File: src/rtl/pll_cfg_seq.sv
// iCE40UP PLL configuration sequencer: encodes N/M/O, sequences PD, waits for lock with retry.
// Build option: define PLL_CFG_SEQ_RELOCK_EN to re-run power-down/lock after losing lock.
//
// state       | meaning
// ------------+-----------------------------------------------------------
// S_IDLE      | reset state, PD high, waiting for a config
// S_ENCODE    | stepping the CN LFSR; codes are applied on the last cycle
// S_PWRDN     | PD held high for PD_CYCLES with the new codes applied
// S_WAIT_LOCK | PD low, filtering LOCK, timeout running
// S_LOCKED    | lock declared, monitoring LOCK
// S_FAIL      | out of attempts or lock lost, PD high, fail set
module pll_cfg_seq #(
    parameter int PD_CYCLES    = 16,
    parameter int LOCK_FILTER  = 8,
    parameter int LOCK_TIMEOUT = 4000000,
    parameter int TMO_W        = 24,
    parameter int MAX_RETRY    = 3
) (
    input  logic       CLK,
    input  logic       RST,
    input  logic       cfg_valid,
    output logic       cfg_ready,
    input  logic [5:0] cfg_n,
    input  logic [7:0] cfg_m,
    input  logic [3:0] cfg_o,
    output logic       cfg_err,
    output logic       PD,
    output logic [4:0] CN,
    output logic [7:0] CM,
    output logic [1:0] CO,
    input  logic       LOCK,
    output logic       locked,
    output logic       fail,
    output logic [3:0] retries
);

    localparam int FLT_W = $clog2(LOCK_FILTER + 1);
    localparam logic [3:0] MAX_R = 4'(MAX_RETRY);

    typedef enum logic [2:0] {
        S_IDLE,
        S_ENCODE,
        S_PWRDN,
        S_WAIT_LOCK,
        S_LOCKED,
        S_FAIL
    } state_t;

    state_t state, state_nxt;

    logic             lock_m, lock_s;
    logic [5:0]       n_q;
    logic [7:0]       m_q;
    logic [3:0]       o_q;
    logic [4:0]       lfsr;
    logic [TMO_W-1:0] tmr;
    logic [FLT_W-1:0] flt;
    logic             accept, cfg_legal, start, tmr_tc, last_enc, flt_done;
    logic [4:0]       cn_enc;
    logic [7:0]       cm_enc;
    logic [1:0]       co_enc;

    always_comb begin
        cfg_ready = (state == S_IDLE) || (state == S_LOCKED) || (state == S_FAIL);
        cfg_legal = (cfg_n >= 6'd1) && (cfg_n <= 6'd32) && (cfg_m >= 8'd16) &&
                    ((cfg_o == 4'd1) || (cfg_o == 4'd2) || (cfg_o == 4'd4) || (cfg_o == 4'd8));
        accept    = cfg_valid && cfg_ready;
        start     = accept && cfg_legal;
        tmr_tc    = (tmr == '0);
        last_enc  = (state == S_ENCODE) && tmr_tc;
        flt_done  = lock_s && (flt == FLT_W'(LOCK_FILTER - 1));
    end

    // M range is identified by its leading one; the remainder is M minus the range base.
    always_comb begin
        cn_enc = (n_q == 6'd1) ? 5'b11111 : lfsr;
        if (m_q[7])      cm_enc = {1'b0, m_q[6:0]};
        else if (m_q[6]) cm_enc = {2'b10, m_q[5:0]};
        else if (m_q[5]) cm_enc = {3'b110, m_q[4:0]};
        else             cm_enc = {4'b1111, m_q[3:0]};
        case (o_q)
            4'd2:    co_enc = 2'b01;
            4'd4:    co_enc = 2'b10;
            4'd8:    co_enc = 2'b11;
            default: co_enc = 2'b00;
        endcase
    end

    always_ff @(posedge CLK) begin
        if (RST) state <= S_IDLE;
        else     state <= state_nxt;
    end

    always_comb begin
        state_nxt = state;
        if (start) begin
            state_nxt = S_ENCODE;
        end else begin
            case (state)
                S_IDLE:      state_nxt = S_IDLE;
                S_ENCODE:    if (tmr_tc) state_nxt = S_PWRDN;
                S_PWRDN:     if (tmr_tc) state_nxt = S_WAIT_LOCK;
                S_WAIT_LOCK: begin
                    if (flt_done)    state_nxt = S_LOCKED;
                    else if (tmr_tc) state_nxt = (retries < MAX_R) ? S_PWRDN : S_FAIL;
                end
                S_LOCKED: begin
                    if (!lock_s) begin
`ifdef PLL_CFG_SEQ_RELOCK_EN
                        state_nxt = (retries < MAX_R) ? S_PWRDN : S_FAIL;
`else
                        state_nxt = S_FAIL;
`endif
                    end
                end
                S_FAIL:      state_nxt = S_FAIL;
                default:     state_nxt = S_IDLE;
            endcase
        end
    end

    // One down-counter serves ENCODE steps, PD hold and lock timeout; it reloads on every state change.
    always_ff @(posedge CLK) begin
        if (RST) begin
            lock_m  <= 1'b0;
            lock_s  <= 1'b0;
            n_q     <= 6'd0;
            m_q     <= 8'd0;
            o_q     <= 4'd0;
            lfsr    <= 5'd0;
            tmr     <= '0;
            flt     <= '0;
            cfg_err <= 1'b0;
            PD      <= 1'b1;
            CN      <= 5'b11111;
            CM      <= 8'b11110000;
            CO      <= 2'b00;
            locked  <= 1'b0;
            fail    <= 1'b0;
            retries <= 4'd0;
        end else begin
            lock_m  <= LOCK;
            lock_s  <= lock_m;
            cfg_err <= accept && !cfg_legal;

            if (start) begin
                n_q  <= cfg_n;
                m_q  <= cfg_m;
                o_q  <= cfg_o;
                lfsr <= 5'd0;
            end else if ((state == S_ENCODE) && !tmr_tc) begin
                lfsr <= {lfsr[3:0], ~(lfsr[4] ^ lfsr[2])};
            end

            if (state_nxt != state) begin
                case (state_nxt)
                    S_ENCODE:    tmr <= (cfg_n >= 6'd2) ? TMO_W'(cfg_n - 6'd2) : '0;
                    S_PWRDN:     tmr <= TMO_W'(PD_CYCLES - 1);
                    S_WAIT_LOCK: tmr <= TMO_W'(LOCK_TIMEOUT - 1);
                    default:     tmr <= '0;
                endcase
            end else if (!tmr_tc) begin
                tmr <= tmr - TMO_W'(1);
            end

            if ((state != S_WAIT_LOCK) || !lock_s) flt <= '0;
            else                                   flt <= flt + FLT_W'(1);

            if (last_enc) begin
                CN <= cn_enc;
                CM <= cm_enc;
                CO <= co_enc;
            end

            if (start)
                retries <= 4'd0;
            else if ((state_nxt == S_WAIT_LOCK) && (state != S_WAIT_LOCK))
                retries <= retries + 4'd1;

            PD     <= !((state_nxt == S_WAIT_LOCK) || (state_nxt == S_LOCKED));
            locked <= (state_nxt == S_LOCKED);
            fail   <= (state_nxt == S_FAIL);
        end
    end

endmodule

File: config.mk
export PLATFORM = sky130hd
export DESIGN_NAME = pll_cfg_seq
export DESIGN_NICKNAME = d
export VERILOG_FILES = /design/src/rtl/pll_cfg_seq.sv
export SDC_FILE = /design/constraint.sdc
export NUM_CORES = 1
export LEC_CHECK = 0
export ABC_AREA = 1
export BUFFER_PORTS_ARGS = -buffer_cell sky130_fd_sc_hd__buf_2
export CELL_PAD_IN_SITES_DETAIL_PLACEMENT = 1
export CELL_PAD_IN_SITES_GLOBAL_PLACEMENT = 1
export CORE_UTILIZATION = 38
export CTS_CLUSTER_SIZE = 20
export DETAILED_ROUTE_END_ITERATION = 6
export GPL_ROUTABILITY_DRIVEN = 0
export GPL_TIMING_DRIVEN = 0
export PLACE_DENSITY = 0.85
export SLEW_MARGIN = 30
export SYNTH_ARGS = -nofsm -noshare
export SYNTH_HDL_FRONTEND = slang
export SYNTH_SLANG_ARGS = --single-unit
File: constraint.sdc
create_clock -name CLK -period 6.1 [get_ports CLK]
set_input_delay 0.61 -clock CLK [delete_from_list [all_inputs] [get_ports CLK]]
set_output_delay 0.61 -clock CLK [all_outputs]
set_load 0.01 [all_outputs]
### Word-level counts from Yosys, hierarchy flattened

Cells that the tools add are included.

* flip-flop bits (word level): 79
* input port bits: 22
* output and inout bits: 24
* logic and storage cells: 92

* add/sub/neg operators: 4
* order comparisons: 5
* equality and inequality tests: 22
* muxes and demuxes: 17
* bitwise logic cells: 2
* reduce and logical (&&, ||, !) cells: 25

Operators with widths (count)
* $mux W24: 3
* $pmux W24 S3: 1
* $logic_not A24 Y1: 1
* $sub A24 B1 Y24 const B: 1
* $mux W3: 7
* $pmux W3 S5: 1
* $eq A3 B2 Y1 const B: 4
* $eq A3 B3 Y1 const B: 4
* $eq A4 B3 Y1 const B: 3
* $logic_and A1 B1 Y1: 10
* $add A4 B1 Y4 const B: 2
* $eq A4 B2 Y1 const B: 2
* $eq A4 B4 Y1 const B: 2
* $ge A8 B5 Y1 const B: 1
* $mux W8: 1
* $logic_or A1 B1 Y1: 7
* $mux W7: 1
* $sub A6 B2 Y7 const B: 1
* $eq A3 B1 Y1 const B: 2
* $eq A6 B1 Y1 const B: 1
* $ge A6 B1 Y1 const B: 1
* $ge A6 B2 Y1 const B: 1
* $le A6 B6 Y1 const B: 1
* $mux W6: 1
* other kinds (12): 16

### Depth between registers and ports, before layout

* depth after elaboration: 10
* depth in mapped cells: 19
* depth with buffers taken out: 19

### Worst setup path after synthesis

OpenSTA, ideal clock, no wires.

* path type: flip-flop to flip-flop
* start: register tmr[0]
* end: register tmr[11]
* library setup time: 0.122 ns
* arrival time: 2.066 ns
* data required time: 5.978 ns
* setup slack: 3.912 ns
* cell stages (with the launch flop): 17
* buffers on the path: 1
* clock period less this slack: 2.188 ns
* path through: dfxtp_1 inv_1 ha_1 nand2_4 nor2_8 nand3_4 nor2_4 nor2_2 nand2_2 nand3_1 nand2_1 nand2_1 nor2_4 nand3_4 nand2_4 buf_6 a21oi_1

* word-level cells in the longest chain between the ends: 8
* elaborated cells between the ends (all ways): 16
* those cells by class: add/sub (1); eq/ne (5); mux (9); reduce/logical (1)

Ends and longest elaborated chain
* from (decl): RTL line 56 `logic [TMO_W-1:0] tmr;`
* from (signal assigned): RTL line 157 `S_ENCODE: tmr <= (cfg_n >= 6'd2) ? TMO_W'(cfg_n - 6'd2) : '0;`
* from (signal assigned): RTL line 158 `S_PWRDN: tmr <= TMO_W'(PD_CYCLES - 1);`
* from (signal assigned): RTL line 159 `S_WAIT_LOCK: tmr <= TMO_W'(LOCK_TIMEOUT - 1);`
* $logic_not A24 Y1: RTL line 69 `tmr_tc = (tmr == '0);`
* $mux W3: RTL line 105 `else if (tmr_tc) state_nxt = (retries < MAX_R) ? S_PWRDN : S_FAIL;`
* $mux W3: RTL line 104 `if (flt_done) state_nxt = S_LOCKED;`
* $pmux W3 S5: RTL line 99 `case (state)`
* $mux W3: RTL line 96 `if (start) begin`
* $eq A3 B2 Y1 / $eq A3 B1 Y1 (equally long branches): RTL line 156 `case (state_nxt)`
* $pmux W24 S3: RTL line 156
* $mux W24: RTL line 155 `if (state_nxt != state) begin`

Several ways; a longest one is shown, not always the timed one. The select of a mux whose other input is x is not followed.
A chain may end at the register's enable or synchronous reset.

### Worst setup path after layout

* start: register tmr[0]
* end: register tmr[9]

Same word-level chain as after synthesis.

==> flow_summary.toml <==
[outcome]
outcome = "finished, final reports clean"

[drt]
wl_mm = 10.61
via_count = 3747
via_per_inst = 5.036
first_pass_iters = 4
antenna_left = 0
drc = 0
drt_iter0_markers = 161
wl_per_cell_um = 14.26

[yosys]
yosysMostFrequentCell = "nand2_1"
async_reset_ff_share_pct = 0
synth_nets = 579
synth_edf_count = 0
synth.largest_area_cell = "dfxtp_1"
yosysWarnings = 0
synth_cell_types = 34
synth_top_cell_area_share_pct = 40.27
ys.flop_type = "dfxtp_1"
ys_seq_area_share_pct = 40.27
ys_top_cells_by_area = "dfxtp_1 40%, nand2_1 12%, a21oi_1 6.9%"
synthTopCellsByCount = "127 x nand2_1, 79 x dfxtp_1, 68 x nor2_1"
synth_area_um2 = 3928
netlist_instances = 551
synth.avg_cell_area_um2 = 7.128
ys_seq_elements = 79

[grt]
grt_pass1_wl_mm = 18.11
track_usage_pct = 21.04
grt-ovfl-total = 0
grt_max_degree = 16
antenna_found_initial = 0
grt_pass1_vias = 3900

[clocking]
cts.root.buffer_cell = "clkbuf_8"
cts_buffers = 9
postCtsSetupBuffers = 0
clk_pin_slew_ps = 100
cts-resized-gates = 0
hold_buffers = 0
cts_buffer_depth = 2
htreeDepth = 3
clock_sinks = 79
tritoncts = "yes"
clock_latency_ps = 380

[finish]
area_delta_synth_final_pct = 16.22
drive_gt1_share_pct = 15.88
nFillCells = 1311
multi_input_area_um2 = 2072
antenna_cells = 0
regArea_um2 = 1582
final_util_pct = 46.06
nets = 634

[placement]
dpl.hpwl_mm = 8.002
numPortBuffers = 44

[die]
start_util_pct = 39.63
pin_count = 46
fp-row-count = 36
die_h_um = 103.7
die_area_um2 = 10750
coreArea_um2 = 9910
dieWidth_um = 103.7

[worst_setup_path]
cp_common_cell = "nand2_1"
crit_buf_inv = 1
crit_type = "reg -> reg"
cp.required_ps = 6360
crit_family = "simple AND/OR/NAND/NOR gates"
cp-start-kind = "flop"
crit_path_cell_trace = "inv_1 -> ha_1 -> nand2_4 -> nor2_8 -> nand3_4 -> nor2_4 -> nor2_2 -> nand2_2 -> nand3_1 -> nand2_1 -> nand2_1 -> nor2_4 -> nand2_2 -> nand2_4 -> nand2_1 -> nand2_1 -> nor2_1"
cp-end-kind = "flop"
critPathMaxFanout = 10
crit_path_max_incr_delay_ps = 320
worstPathArrival_ps = 3000
crit_slowest_cell = "dfxtp_1"

[timing]
rsz0062_at_grt = "false"
drv_slew = 0
finalHoldViolCount = 0
min_period_over_period_pct = 44.92
max_slew_margin_pct = 57.63
setup_viol = 0
min_period_ps = 2740
fmax_mhz = 365.0
fin_tns_setup_ps = 0
finalClockSkew_ps = 16.54
tightest_slew_ps = 630.8

[flow_run]
drv_cap = 0

[power_and_ir_drop]
peakVddDrop_mv = 0.1606
power_density_nw_per_um2 = 421.0
p_leak_nw = 2.109

[hold_path]
hold_class = "reg -> reg"
[layout make-up]
class / count / area share (%)
clock buffer: 9 / 2.714
multi-input combinational: 405 / 45.39
sequential: 79 / 34.65
clock inverter: 7 / 2.769
buffer: 13 / 1.562
timing repair buffer: 44 / 4.825
tap: 133 / 3.646
inverter: 54 / 4.441
[worst reg2reg max path: stages, from the launching register on]
cell and delay, ps:
dfxtp_1 320, inv_1 130, ha_1 310, nand2_4 110
nor2_8 180, nand3_4 150, nor2_4 280, nor2_2 70
nand2_2 120, nand3_1 80, nand2_1 100, nand2_1 90
nor2_4 150, nand2_2 140, nand2_4 170, nand2_1 110
nand2_1 80, nor2_1 40
[flip-flops by register name, summed over array words and instances (netlist names)]
register,cells
CM,8
CN,5
CO,2
PD,1
cfg_err,1
fail,1
flt,4
lfsr,5
lock_m,1
lock_s,1
locked,1
m_q,8
n_q,6
o_q,4
retries,4
state,3
tmr,24
[logic make-up (layout without fill, tap and decap cells)]
| logic type | count (synthesis) | after routing | synth area share [%] |
|---|---|---|---|
| buffers and inverters | 67 | 127 | 6.976 |
| flip-flops | 79 | 79 | 40.27 |
| AO/OA/AOI/OAI | 104 | 104 | 13.60 |
| adder cells (fa/ha/maj) | 6 | 6 | 1.911 |
| XOR/XNOR | 23 | 23 | 5.129 |
| AND/OR/NAND/NOR | 272 | 272 | 32.11 |
[worst paths after layout]
check	from	endpoint	slack (ps)	cells past startpoint
max	tmr[0]$_SDFFE_PP0P_	tmr[9]$_SDFFE_PP0P_	3360	17
min reg2reg	lock_m$_SDFF_PP0_	lock_s$_SDFF_PP0_	430	2
min	lock_m$_SDFF_PP0_	lock_s$_SDFF_PP0_	430	2
max reg2reg	tmr[0]$_SDFFE_PP0P_	tmr[9]$_SDFFE_PP0P_	3360	17
[through the flow]
stage                     cells  power, mW  setup WS, ps  hold WS [ps]  cell area, um^2
final                       744      1.922          3360         429.9             4564
after global routing        744      2.060          3121         438.9             4564
after CTS                   744      1.938          3349         428.4             4564
after detailed placement    728      1.417          3385         414.7             4314
after global placement      728      1.374          3443         393.7             4314
after floorplan             551      1.263          3912         388.3             3928
[power breakdown]
group | internal [mW] | switching, mW | total, mW | leakage (nW)
registers | 0.593 | 0.0734 | 0.667 | 0.642
logic | 0.289 | 0.467 | 0.756 | 1.34
clock network | 0.278 | 0.221 | 0.499 | 0.122
[cell usage in the layout (no fill, tap or decap), drive strengths merged]
cell      netlist  routed
o21ai          44      44
buf             4      48
bufinv          0       3
nor3b           1       1
nand4           4       4
clkinv          1       1
a31oi           2       2
clkinvlp        0       1
a211oi          2       2
nand2         139     139
a211o           1       1
clkbuf          9      18
nand3          31      31
nor3           11      11
inv            53      56
a21oi          54      54
xnor2          11      11
dfxtp          79      79
nor2           81      81
nor4            2       2
xor2           12      12
or2             2       2
or3             1       1
o21bai          1       1
ha              6       6
[routing by layer]
layer / track usage, % / share of wire, %
met5: 0 / 0
met4: 8.673 / 1.9
met3: 4.216 / 3.2
met2: 39.12 / 52
met1: 23.23 / 43
(Power assumes the default switching activity.)
